$ cat src/rtl/adc_capture_ctrl.sv
// ADC capture controller: arm, wait for trigger (or optional timeout), gate samples into memory, report done.
// Latency: capture_go rises one cycle after CAPTURE entry; capture_done pulses on the cycle capture_go falls.
// Backpressure: mem_stop ends an active capture after counting the current sample; ignored outside CAPTURE.
// Optional feature: define ADC_CAPTURE_TIMEOUT_EN to force a trigger after timeout_cycles spent in ARMED.
module adc_capture_ctrl #(
    parameter int CNT_WIDTH = 32,
    parameter int TMO_WIDTH = 24
) (
    input  logic                 clk,
    input  logic                 reset,
    input  logic                 cmd_arm,
    input  logic                 trigger,
    input  logic                 trigger_mode,
    input  logic                 trigger_wait,
    input  logic [CNT_WIDTH-1:0] sample_count,
    input  logic [TMO_WIDTH-1:0] timeout_cycles,
    input  logic                 mem_stop,
    output logic                 armed,
    output logic                 capture_go,
    output logic                 capture_done,
    output logic [CNT_WIDTH-1:0] sample_cnt,
    output logic                 timeout_fired,
    output logic [2:0]           state_o
);

    typedef enum logic [2:0] {
        IDLE       = 3'd0,
        WAIT_INACT = 3'd1,
        ARMED      = 3'd2,
        CAPTURE    = 3'd3,
        DONE       = 3'd4
    } state_t;

    state_t               state, state_nxt;
    logic [CNT_WIDTH-1:0] cnt_lat, cnt_lat_nxt;
    logic [CNT_WIDTH-1:0] sample_cnt_nxt;
    logic                 armed_nxt, capture_go_nxt, capture_done_nxt;

    logic                 trig_act;
    logic                 tmo_hit;
    logic [CNT_WIDTH-1:0] cnt_inc;
    logic                 cnt_last;
    logic                 cnt_sat;

    assign trig_act = (trigger == trigger_mode);
    assign cnt_inc  = sample_cnt + CNT_WIDTH'(1);
    // A latched count of zero means unlimited, so it never matches.
    assign cnt_last = (cnt_lat != '0) && (cnt_inc == cnt_lat);
    assign cnt_sat  = &sample_cnt;
    assign state_o  = state;

`ifdef ADC_CAPTURE_TIMEOUT_EN
    logic [TMO_WIDTH-1:0] tmo_cnt;
    logic                 tmo_start;

    // Fire on the edge where the counter would reach timeout_cycles, i.e. timeout_cycles edges after ARMED entry.
    assign tmo_hit   = (timeout_cycles != '0) && ((tmo_cnt + TMO_WIDTH'(1)) == timeout_cycles);
    // ARMED->CAPTURE without an active trigger can only be the timeout; a coincident real trigger wins.
    assign tmo_start = (state == ARMED) && (state_nxt == CAPTURE) && !trig_act;

    // Cycle counter for the forced trigger, restarted on every entry to ARMED.
    always_ff @(posedge clk or posedge reset) begin
        if (reset) begin
            tmo_cnt <= '0;
        end else if ((state_nxt == ARMED) && (state != ARMED)) begin
            tmo_cnt <= '0;
        end else if (state == ARMED) begin
            tmo_cnt <= tmo_cnt + TMO_WIDTH'(1);
        end
    end

    // Sticky flag: set by a timeout-started capture, cleared when a new arm sequence begins.
    always_ff @(posedge clk or posedge reset) begin
        if (reset) begin
            timeout_fired <= 1'b0;
        end else if ((state == IDLE) && (state_nxt != IDLE)) begin
            timeout_fired <= 1'b0;
        end else if (tmo_start) begin
            timeout_fired <= 1'b1;
        end
    end
`else
    logic unused_tmo;

    assign tmo_hit       = 1'b0;
    assign timeout_fired = 1'b0;
    assign unused_tmo    = ^timeout_cycles;
`endif

    // State register and registered outputs; reset aborts any capture without a done pulse.
    always_ff @(posedge clk or posedge reset) begin
        if (reset) begin
            state        <= IDLE;
            cnt_lat      <= '0;
            sample_cnt   <= '0;
            armed        <= 1'b0;
            capture_go   <= 1'b0;
            capture_done <= 1'b0;
        end else begin
            state        <= state_nxt;
            cnt_lat      <= cnt_lat_nxt;
            sample_cnt   <= sample_cnt_nxt;
            armed        <= armed_nxt;
            capture_go   <= capture_go_nxt;
            capture_done <= capture_done_nxt;
        end
    end

    // Next-state and next-output decode; abort beats trigger, the first CAPTURE cycle only opens the gate.
    always_comb begin
        state_nxt        = state;
        cnt_lat_nxt      = cnt_lat;
        sample_cnt_nxt   = sample_cnt;
        capture_go_nxt   = 1'b0;
        capture_done_nxt = 1'b0;
        case (state)
            IDLE: begin
                if (cmd_arm) begin
                    state_nxt = trigger_wait ? WAIT_INACT : ARMED;
                end
            end
            WAIT_INACT: begin
                if (!cmd_arm) begin
                    state_nxt = IDLE;
                end else if (!trig_act) begin
                    state_nxt = ARMED;
                end
            end
            ARMED: begin
                if (!cmd_arm) begin
                    state_nxt = IDLE;
                end else if (trig_act || tmo_hit) begin
                    state_nxt      = CAPTURE;
                    cnt_lat_nxt    = sample_count;
                    sample_cnt_nxt = '0;
                end
            end
            CAPTURE: begin
                capture_go_nxt = 1'b1;
                if (capture_go) begin
                    if (!cnt_sat) begin
                        sample_cnt_nxt = cnt_inc;
                    end
                    if (cnt_last || mem_stop) begin
                        state_nxt        = DONE;
                        capture_go_nxt   = 1'b0;
                        capture_done_nxt = 1'b1;
                    end
                end
            end
            DONE: begin
                if (!cmd_arm) begin
                    state_nxt = IDLE;
                end
            end
            default: begin
                state_nxt = IDLE;
            end
        endcase
        armed_nxt = (state_nxt == ARMED);
    end

endmodule
$ cat config.mk
export PLATFORM = sky130hd
export DESIGN_NAME = adc_capture_ctrl
export DESIGN_NICKNAME = d
export VERILOG_FILES = /design/src/rtl/adc_capture_ctrl.sv
export SDC_FILE = /design/constraint.sdc
export NUM_CORES = 1
export LEC_CHECK = 0
export CORE_MARGIN = 2
export CORE_UTILIZATION = 30
export CTS_CLUSTER_DIAMETER = 200
export DETAILED_ROUTE_END_ITERATION = 10
export PLACE_DENSITY_LB_ADDON = 0.15
export SKIP_LAST_GASP = 1
export SLEW_MARGIN = 30
export SYNTH_ARGS = -nofsm -noshare
export SYNTH_HDL_FRONTEND = slang
export SYNTH_SLANG_ARGS = --single-unit
$ cat constraint.sdc
create_clock -name clk -period 2.9 [get_ports clk]
set_input_delay 0.58 -clock clk [delete_from_list [all_inputs] [get_ports clk]]
set_output_delay 0.58 -clock clk [all_outputs]
set_load 0.05 [all_outputs]
==> results.ini <==
[logic_synthesis]
synthAdderAreaFrac_pct = 0.279
ys_types = 61
ys_seq_area_share_pct = 39.1
synthArstFlopShare_pct = 100
synth_flop_cell = dfrtp_1
yosys_register_bits = 70
netlist_area_mm2 = 0.00448
synth_edf_count = 0
synth_mux_area_share_pct = 8.48
netlist_instances = 466
ys_warn_count = 0
synthTopCellsByArea = dfrtp_1 (39%), mux2_2 (8.0%), xnor2_1 (6.1%)
syn_area_per_cell_um2 = 9.62
yosys.area_share.simple_pct = 23.1
synth_top_family_by_area = simple AND/OR/NAND/NOR gates
synth_top_area_share_pct = 39.1
yosys.area.top_type = dfrtp_1
synth_xor_area_share_pct = 10.3
synth_compound_area_share_pct = 14.4
syn-num-nets = 530

[global_route]
grt_use_met3_pct = 2.85
grt_pass1_wl_um = 21300
grtUsageMet1_pct = 23.0
grt_usage_pct = 16.9
grt_antenna_before_repair = 0
grt_pass1_vias = 4002
busiest_layer = met2
use_met2_pct = 26.9
overflow = 0
grt_max_degree = 71

[critical_path]
end_kind = flop
crit_type = reg2reg
cp.arrival_ns = 2.89
cp.required_ns = 3.09
reg2reg_depth = 8
start_kind = flop
crit_fanout = 10

[placed_design]
placedCellCount = 721
place_congestion = 0.824
hpwl_um = 9570
portBuffers = 76

[clock_tree]
cts_hold_buf = 0
numCtsBuffers = 9
cts_root_buf = clkbuf_16
cts.sinks = 70
cts_max_path_buffers = 2
h-tree-depth = 3
cts_tree = built
insertion_delay_ns = 0.34
path_clk_slew_ns = 0.06

[hold_path]
holdPathStages = 1
hp-class = reg2reg

[floorplanning]
die_h_um = 126
dieArea_mm2 = 0.0159
initial_core_util_pct = 30.7
core_area_mm2 = 0.0146
die_w_um = 126
io_pins = 102
row_count = 44

[sta]
post-route-min-period_ns = 2.70
final.period_utilization_pct = 92.9
maxSlewHeadroom_pct = 55.2
worst_pin_slew_ns = 0.670
max_freq_mhz = 371
drv_slew = 0
setup_viol = 0
finClkSkew_ns = 0.00911
hold_viol_final = 0

[pwr]
comb_power_share_pct = 37.2
vdd_ir_drop_max_uv = 282
p_sw_share_pct = 37.1
p_clk_share_pct = 25.9
p_switching_uw = 1550
p_int_uw = 2620
p_leak_uw = 0.00235
cellPowerDensity_mw_per_mm2 = 716
seq_power_share_pct = 37.0

[cells_and_area]
drive_gt1_share_pct = 19.2
n_fill_cell = 1444
antennaDiodeCount = 0
utilization_pct = 39.9
stdcell_count = 740
nets = 615
area_growth_pct = 29.9

[route]
dr.pass1.iters = 5
vias = 3924
finalWirelength_um = 13000
drc = 0
wire_per_inst_um = 17.6
drt_iter0_markers = 213
via_per_inst = 5.30
ant_nets = 0

[status]
status = finished, final reports clean

[flow_run]
max-cap-violations = 0

## per-stage QoR
step / hold slack (ns) / worst slack [ns] / TNS (ns) / power (uW) / instance area [um2]
6_report: 0.554 / 0.205 / 0 / 4170 / 5820
5_1_grt: 0.569 / -0.0208 / -0.0336 / 4450 / 5820
4_1_cts: 0.556 / 0.134 / 0 / 4210 / 5800
3_5_place_dp: 0.543 / 0.154 / 0 / 3110 / 5510
3_3_place_gp: 0.545 / 0.155 / 0 / 3080 / 5510
2_1_floorplan: 0.523 / 0.0431 / 0 / 2590 / 4480
## worst max-delay path, stage by stage, from the launching register on
cell and delay (ns):
dfrtp_1 0.57, and3_2 0.33, nand2_1 0.18, nor4_4 0.36, xnor2_1 0.21, nand3_1 0.12
nor4_1 0.32, a311o_1 0.31, o221ai_1 0.14
## sequential cells by signal, indices dropped and copies added (netlist names)
register,cells
cnt_lat,32
sample_cnt,32
state_o,3
armed,1
capture_done,1
capture_go,1
## timing repair
item	in CTS	in global routing
gates resized for setup	0	2
buffers inserted	0	3
setup endpoints to repair	0	5
## logic make-up (layout without fill, tap and decap cells)
logic type,Yosys count,after routing
AO/OA/AOI/OAI,99,99
XOR/XNOR,52,52
adder cells (fa/ha/maj),1,1
buffers and inverters,38,128
flip-flops,70,70
multiplexers,34,34
other,1,1
AND/OR/NAND/NOR,171,171
## power by group through the flow
stage / logic [uW] / registers (uW) / clock network, uW
floorplan: 1000 / 1590 / 0
global placement: 1520 / 1570 / 0
detailed placement: 1550 / 1570 / 0
CTS: 1550 / 1550 / 1110
global route: 1700 / 1590 / 1160
finish: 1550 / 1540 / 1080
## area by class of cell
| type | instances | area (um2) | area share, % |
|---|---|---|---|
| timing repair buffer | 104 | 983 | 16.9 |
| clock inverter | 5 | 50.0 | 0.859 |
| tap | 184 | 230 | 3.95 |
| multi-input combinational | 358 | 2550 | 43.7 |
| sequential | 70 | 1750 | 30.1 |
| clock buffer | 11 | 233 | 4.00 |
| inverter | 8 | 30.0 | 0.516 |
## placed cells by master (no fill, tap or decap), types with 3 or more instances in the layout
| cell type | synthesis | routed |
|---|---|---|
| clkdlybuf4s50_1 | 0 | 76 |
| dfrtp_1 | 70 | 70 |
| o21ai_0 | 44 | 44 |
| nor2_1 | 40 | 40 |
| nand2_1 | 34 | 34 |
| mux2_2 | 32 | 32 |
| xnor2_1 | 31 | 31 |
| buf_4 | 3 | 27 |
| o31ai_1 | 21 | 20 |
| xor2_1 | 20 | 20 |
| nand3_1 | 17 | 17 |
| nor4_1 | 17 | 17 |
| nand4_1 | 12 | 12 |
| a21oi_1 | 9 | 9 |
| clkbuf_16 | 0 | 9 |
| nor3_1 | 8 | 8 |
| a31oi_1 | 8 | 8 |
| inv_1 | 8 | 7 |
| nand4_4 | 4 | 4 |
| nand2b_1 | 4 | 4 |
| and2_1 | 4 | 4 |
| clkinv_2 | 0 | 4 |
| nor3_2 | 3 | 3 |
| and3_1 | 4 | 3 |
| o41ai_1 | 3 | 3 |
## synthesized netlist by cell type (8+ instances only)
master,n
mux2_2,32
nand3_1,17
nor3_1,8
a31oi_1,8
nor2_1,40
xor2_1,20
a21oi_1,9
o31ai_1,21
dfrtp_1,70
nor4_1,17
nand4_1,12
buf_2,11
inv_1,8
nand2_1,34
o21ai_0,44
xnor2_1,31
clkbuf_1,12
## layer usage
metal / wire [um] / up-vias / part of all wire, %
met2: 6100 / 110 / 47
met1: 6080 / 1932 / 47
li1: - / 1864 / -
met5: 0 / - / 0
met4: 264 / 0 / 2.0
met3: 564 / 18 / 4.3
## worst paths after layout
check / start / to / slack, ns
worst max-delay path: sample_cnt[2] / state_o[0] / 0.20
worst min-delay path: cnt_lat[6] / cnt_lat[6] / 0.55
worst max register to register: sample_cnt[2] / state_o[0] / 0.20
worst min register to register: cnt_lat[6] / cnt_lat[6] / 0.55
max in group asynchronous: reset / sample_cnt[5] / 1.94
min in group asynchronous: reset / cnt_lat[20] / 0.65
Power figures use the tool's default switching activity.
==> patch: new RTL, same settings <==
Register the output `sample_cnt` once more, cleared by the reset; this adds one clock of latency there. The other outputs are not delayed to match.
--- a/src/rtl/adc_capture_ctrl.sv
+++ b/src/rtl/adc_capture_ctrl.sv
@@ -33,2 +33,4 @@
 
+    logic [CNT_WIDTH-1:0] sample_cnt_s0;
+
     state_t               state, state_nxt;
@@ -45,6 +47,6 @@
     assign trig_act = (trigger == trigger_mode);
-    assign cnt_inc  = sample_cnt + CNT_WIDTH'(1);
+    assign cnt_inc  = sample_cnt_s0 + CNT_WIDTH'(1);
     // A latched count of zero means unlimited, so it never matches.
     assign cnt_last = (cnt_lat != '0) && (cnt_inc == cnt_lat);
-    assign cnt_sat  = &sample_cnt;
+    assign cnt_sat  = &sample_cnt_s0;
     assign state_o  = state;
@@ -94,3 +96,3 @@
             cnt_lat      <= '0;
-            sample_cnt   <= '0;
+            sample_cnt_s0 <= '0;
             armed        <= 1'b0;
@@ -101,3 +103,3 @@
             cnt_lat      <= cnt_lat_nxt;
-            sample_cnt   <= sample_cnt_nxt;
+            sample_cnt_s0 <= sample_cnt_nxt;
             armed        <= armed_nxt;
@@ -112,3 +114,3 @@
         cnt_lat_nxt      = cnt_lat;
-        sample_cnt_nxt   = sample_cnt;
+        sample_cnt_nxt   = sample_cnt_s0;
         capture_go_nxt   = 1'b0;
@@ -162,2 +164,10 @@
 
+    always_ff @(posedge clk or posedge reset) begin
+        if (reset) begin
+            sample_cnt <= '0;
+        end else begin
+            sample_cnt <= sample_cnt_s0;
+        end
+    end
+
 endmodule
Formal check against the unedited RTL: not equivalent (Yosys sat finds a counterexample within 10 cycles, from zero or initial values and one cycle with reset high).
==> patch against the unedited design <==
  * Synthesized cell count rose by 9.0%
  * Area after synthesis rose by 15%
  * Clock power rose by 6%
  * Design area rose by 16%
  * Wire length rose by 6.5%
  * Setup slack improved by 0.041 ns
  * Power rose by 11%
  * Sequential cell count rose by 32
  * Critical endpoint is now state_o[1]$_DFF_PP0_
  * Highest routed layer unchanged
==> patch: results (changes against the unedited design) <==
H-tree levels 3 (unchanged); post-synthesis sequential area ratio 49.57% (was 39.07%); Avg WL per Cell 16.48 um (was 17.58 um); Arrival @ worst endpoint 2.87 ns (was 2.89 ns); sw frac 34.46% (was 37.08%); Worst IR Drop VDD 0.2805 mV (was 0.2817 mV); Hold WC Path Type reg2reg (unchanged); cts repair resizes 0 (unchanged); # diodes 0 (unchanged); Longest Clk Path Bufs 2 (unchanged); met3 usage 2.553% (was 2.846%); initial DRC count 286 (was 213); Vias 4193 (was 3924); fraction of registers with async set/reset 100.0% (unchanged); r2r setup slk 0.25 ns (was 0.20 ns); hold path cells 0 (was 1); Syn. warnings 0 (unchanged); Worst R2R End state_o[1]$_DFF_PP0_ (was state_o[0]$_DFF_PP0_); Post-Synth XOR/XNOR Area 7.485% (was 10.33%); met1 GRT Util 24.80% (was 23.02%); Layout fillers 1663 (was 1444); portion of netlist area occupied by mux cells 7.995% (was 8.485%); total track usage 16.37% (was 16.91%); clock latency on the worst-skew pair 0.36 ns (was 0.34 ns); Worst Setup SP sample_cnt_s0[14]$_DFFE_PP0P_ (was sample_cnt[2]$_DFFE_PP0P_); synthesized netlist net count 572 (was 530); measured slew at the worst slew-check pin 0.6817 ns (was 0.6701 ns); largest net degree at the start of global routing 103 (was 71); crit path kind reg2reg (unchanged); final-stage net count 681 (was 615); Slowest cell on crit path dfrtp_1 (unchanged); Post-Synth Adder-Cell Area 0.2430% (was 0.2791%); Fin Clk Skew 0.008813 ns (was 0.009106 ns); met2 Usage GRT 23.35% (was 26.85%); layout cell share with drive strength beyond 1 18.52% (was 19.24%); Setup Fix Bufs, Post-CTS 0 (unchanged); CP Max Fanout 6 (was 10); commonest cells in the netlist 102 x dfrtp_1, 45 x o21ai_0, 37 x nor2_1, 34 x nand2_1, 32 x mux2_2 (was 70 x dfrtp_1, 44 x o21ai_0, 40 x nor2_1, 34 x nand2_1, 32 x mux2_2); Synth Area in Compound Gates 12.78% (was 14.40%); HPWL Detailed 10390 um (was 9574 um); DR pass1 iterations 4 (was 5); Worst R2R Path Depth 11 (was 8); Synth Instances 508 (was 466); WHS Endpoint sample_cnt[23]$_DFF_PP0_ (was cnt_lat[6]$_DFFE_PP0P_); Placer Congestion 0.8740 (was 0.8243); Worst path max stage delay 0.47 ns (was 0.57 ns); main area contributors after synthesis dfrtp_1 50%, mux2_2 7.0%, xnor2_1 4.9% (was dfrtp_1 39%, mux2_2 8.0%, xnor2_1 6.1%); first-pass GRT wire length 22840 um (was 21350 um); Inst Count DP 824 (was 721); Final setup viols 0 (unchanged); Fin Hold WS 0.4823 ns (was 0.5544 ns); fin cells 841 (was 740); Cell variety after synth 51 (was 61); Leak Pwr 2.848 nW (was 2.347 nW); clock-pin transition on the worst setup and hold timing paths 0.07 ns; Hold Crit Start sample_cnt_s0[23]$_DFFE_PP0P_ (was cnt_lat[6]$_DFFE_PP0P_); status finished clean (unchanged); CTS Hold Bufs 0 (unchanged)
-- patch: changes by cell type after synthesis, moves of 4 or more --
cell and change:
a211oi_1 +4, clkbuf_1 +10, xor2_1 -5, o31ai_1 -7
nand4_1 +6, dfrtp_1 +32, a21oi_1 +11, nor4_1 -6
nor3_1 +8
-- patch: power by group through the flow --
stage                     Combinational (mW)  Sequential, mW  Clock, mW
after global placement                  1.44            2.07          0
after floorplan                        0.960            2.08          0
after global routing                    1.61            2.11       1.24
after detailed placement                1.47            2.08          0
final                                   1.45            2.05       1.14
after CTS                               1.47            2.05       1.19
-- patch: per-stage QoR --
stage / total power, mW / worst slack (ns) / instance area (sq um)
after floorplan: 3.037 / 0.3203 / 5152
after global placement: 3.511 / 0.1514 / 6469
after detailed placement: 3.550 / 0.1610 / 6469
after CTS: 4.718 / 0.1466 / 6745
after global routing: 4.963 / 0.02018 / 6779
final: 4.646 / 0.2454 / 6779
-- patch: critical path, delay by kind of cell, from the launching register on --
family | cells | cell delay, ns
buffers and inverters | 3 | 0.51
multiplexers | 1 | 0.32
AND/OR/NAND/NOR | 5 | 0.81
AO/OA/AOI/OAI | 2 | 0.40
flip-flops | 1 | 0.47
-- patch: cell type report --
type / count / area share [%]
Sequential cell: 102 / 37.65
Multi-Input combinational cell: 364 / 36.03
Timing Repair Buffer: 130 / 17.57
Tap cell: 220 / 4.061
Clock buffer: 12 / 3.784
Inverter: 10 / 0.6091
Clock inverter: 3 / 0.2953
-- patch: metal layers --
metal	wire [um]	share of wire (%)	up-vias
met4	179	1.3	0
li1	-	-	2056
met3	687	5.0	10
met1	7132	51	2031
met5	0	0	-
met2	5856	42	96
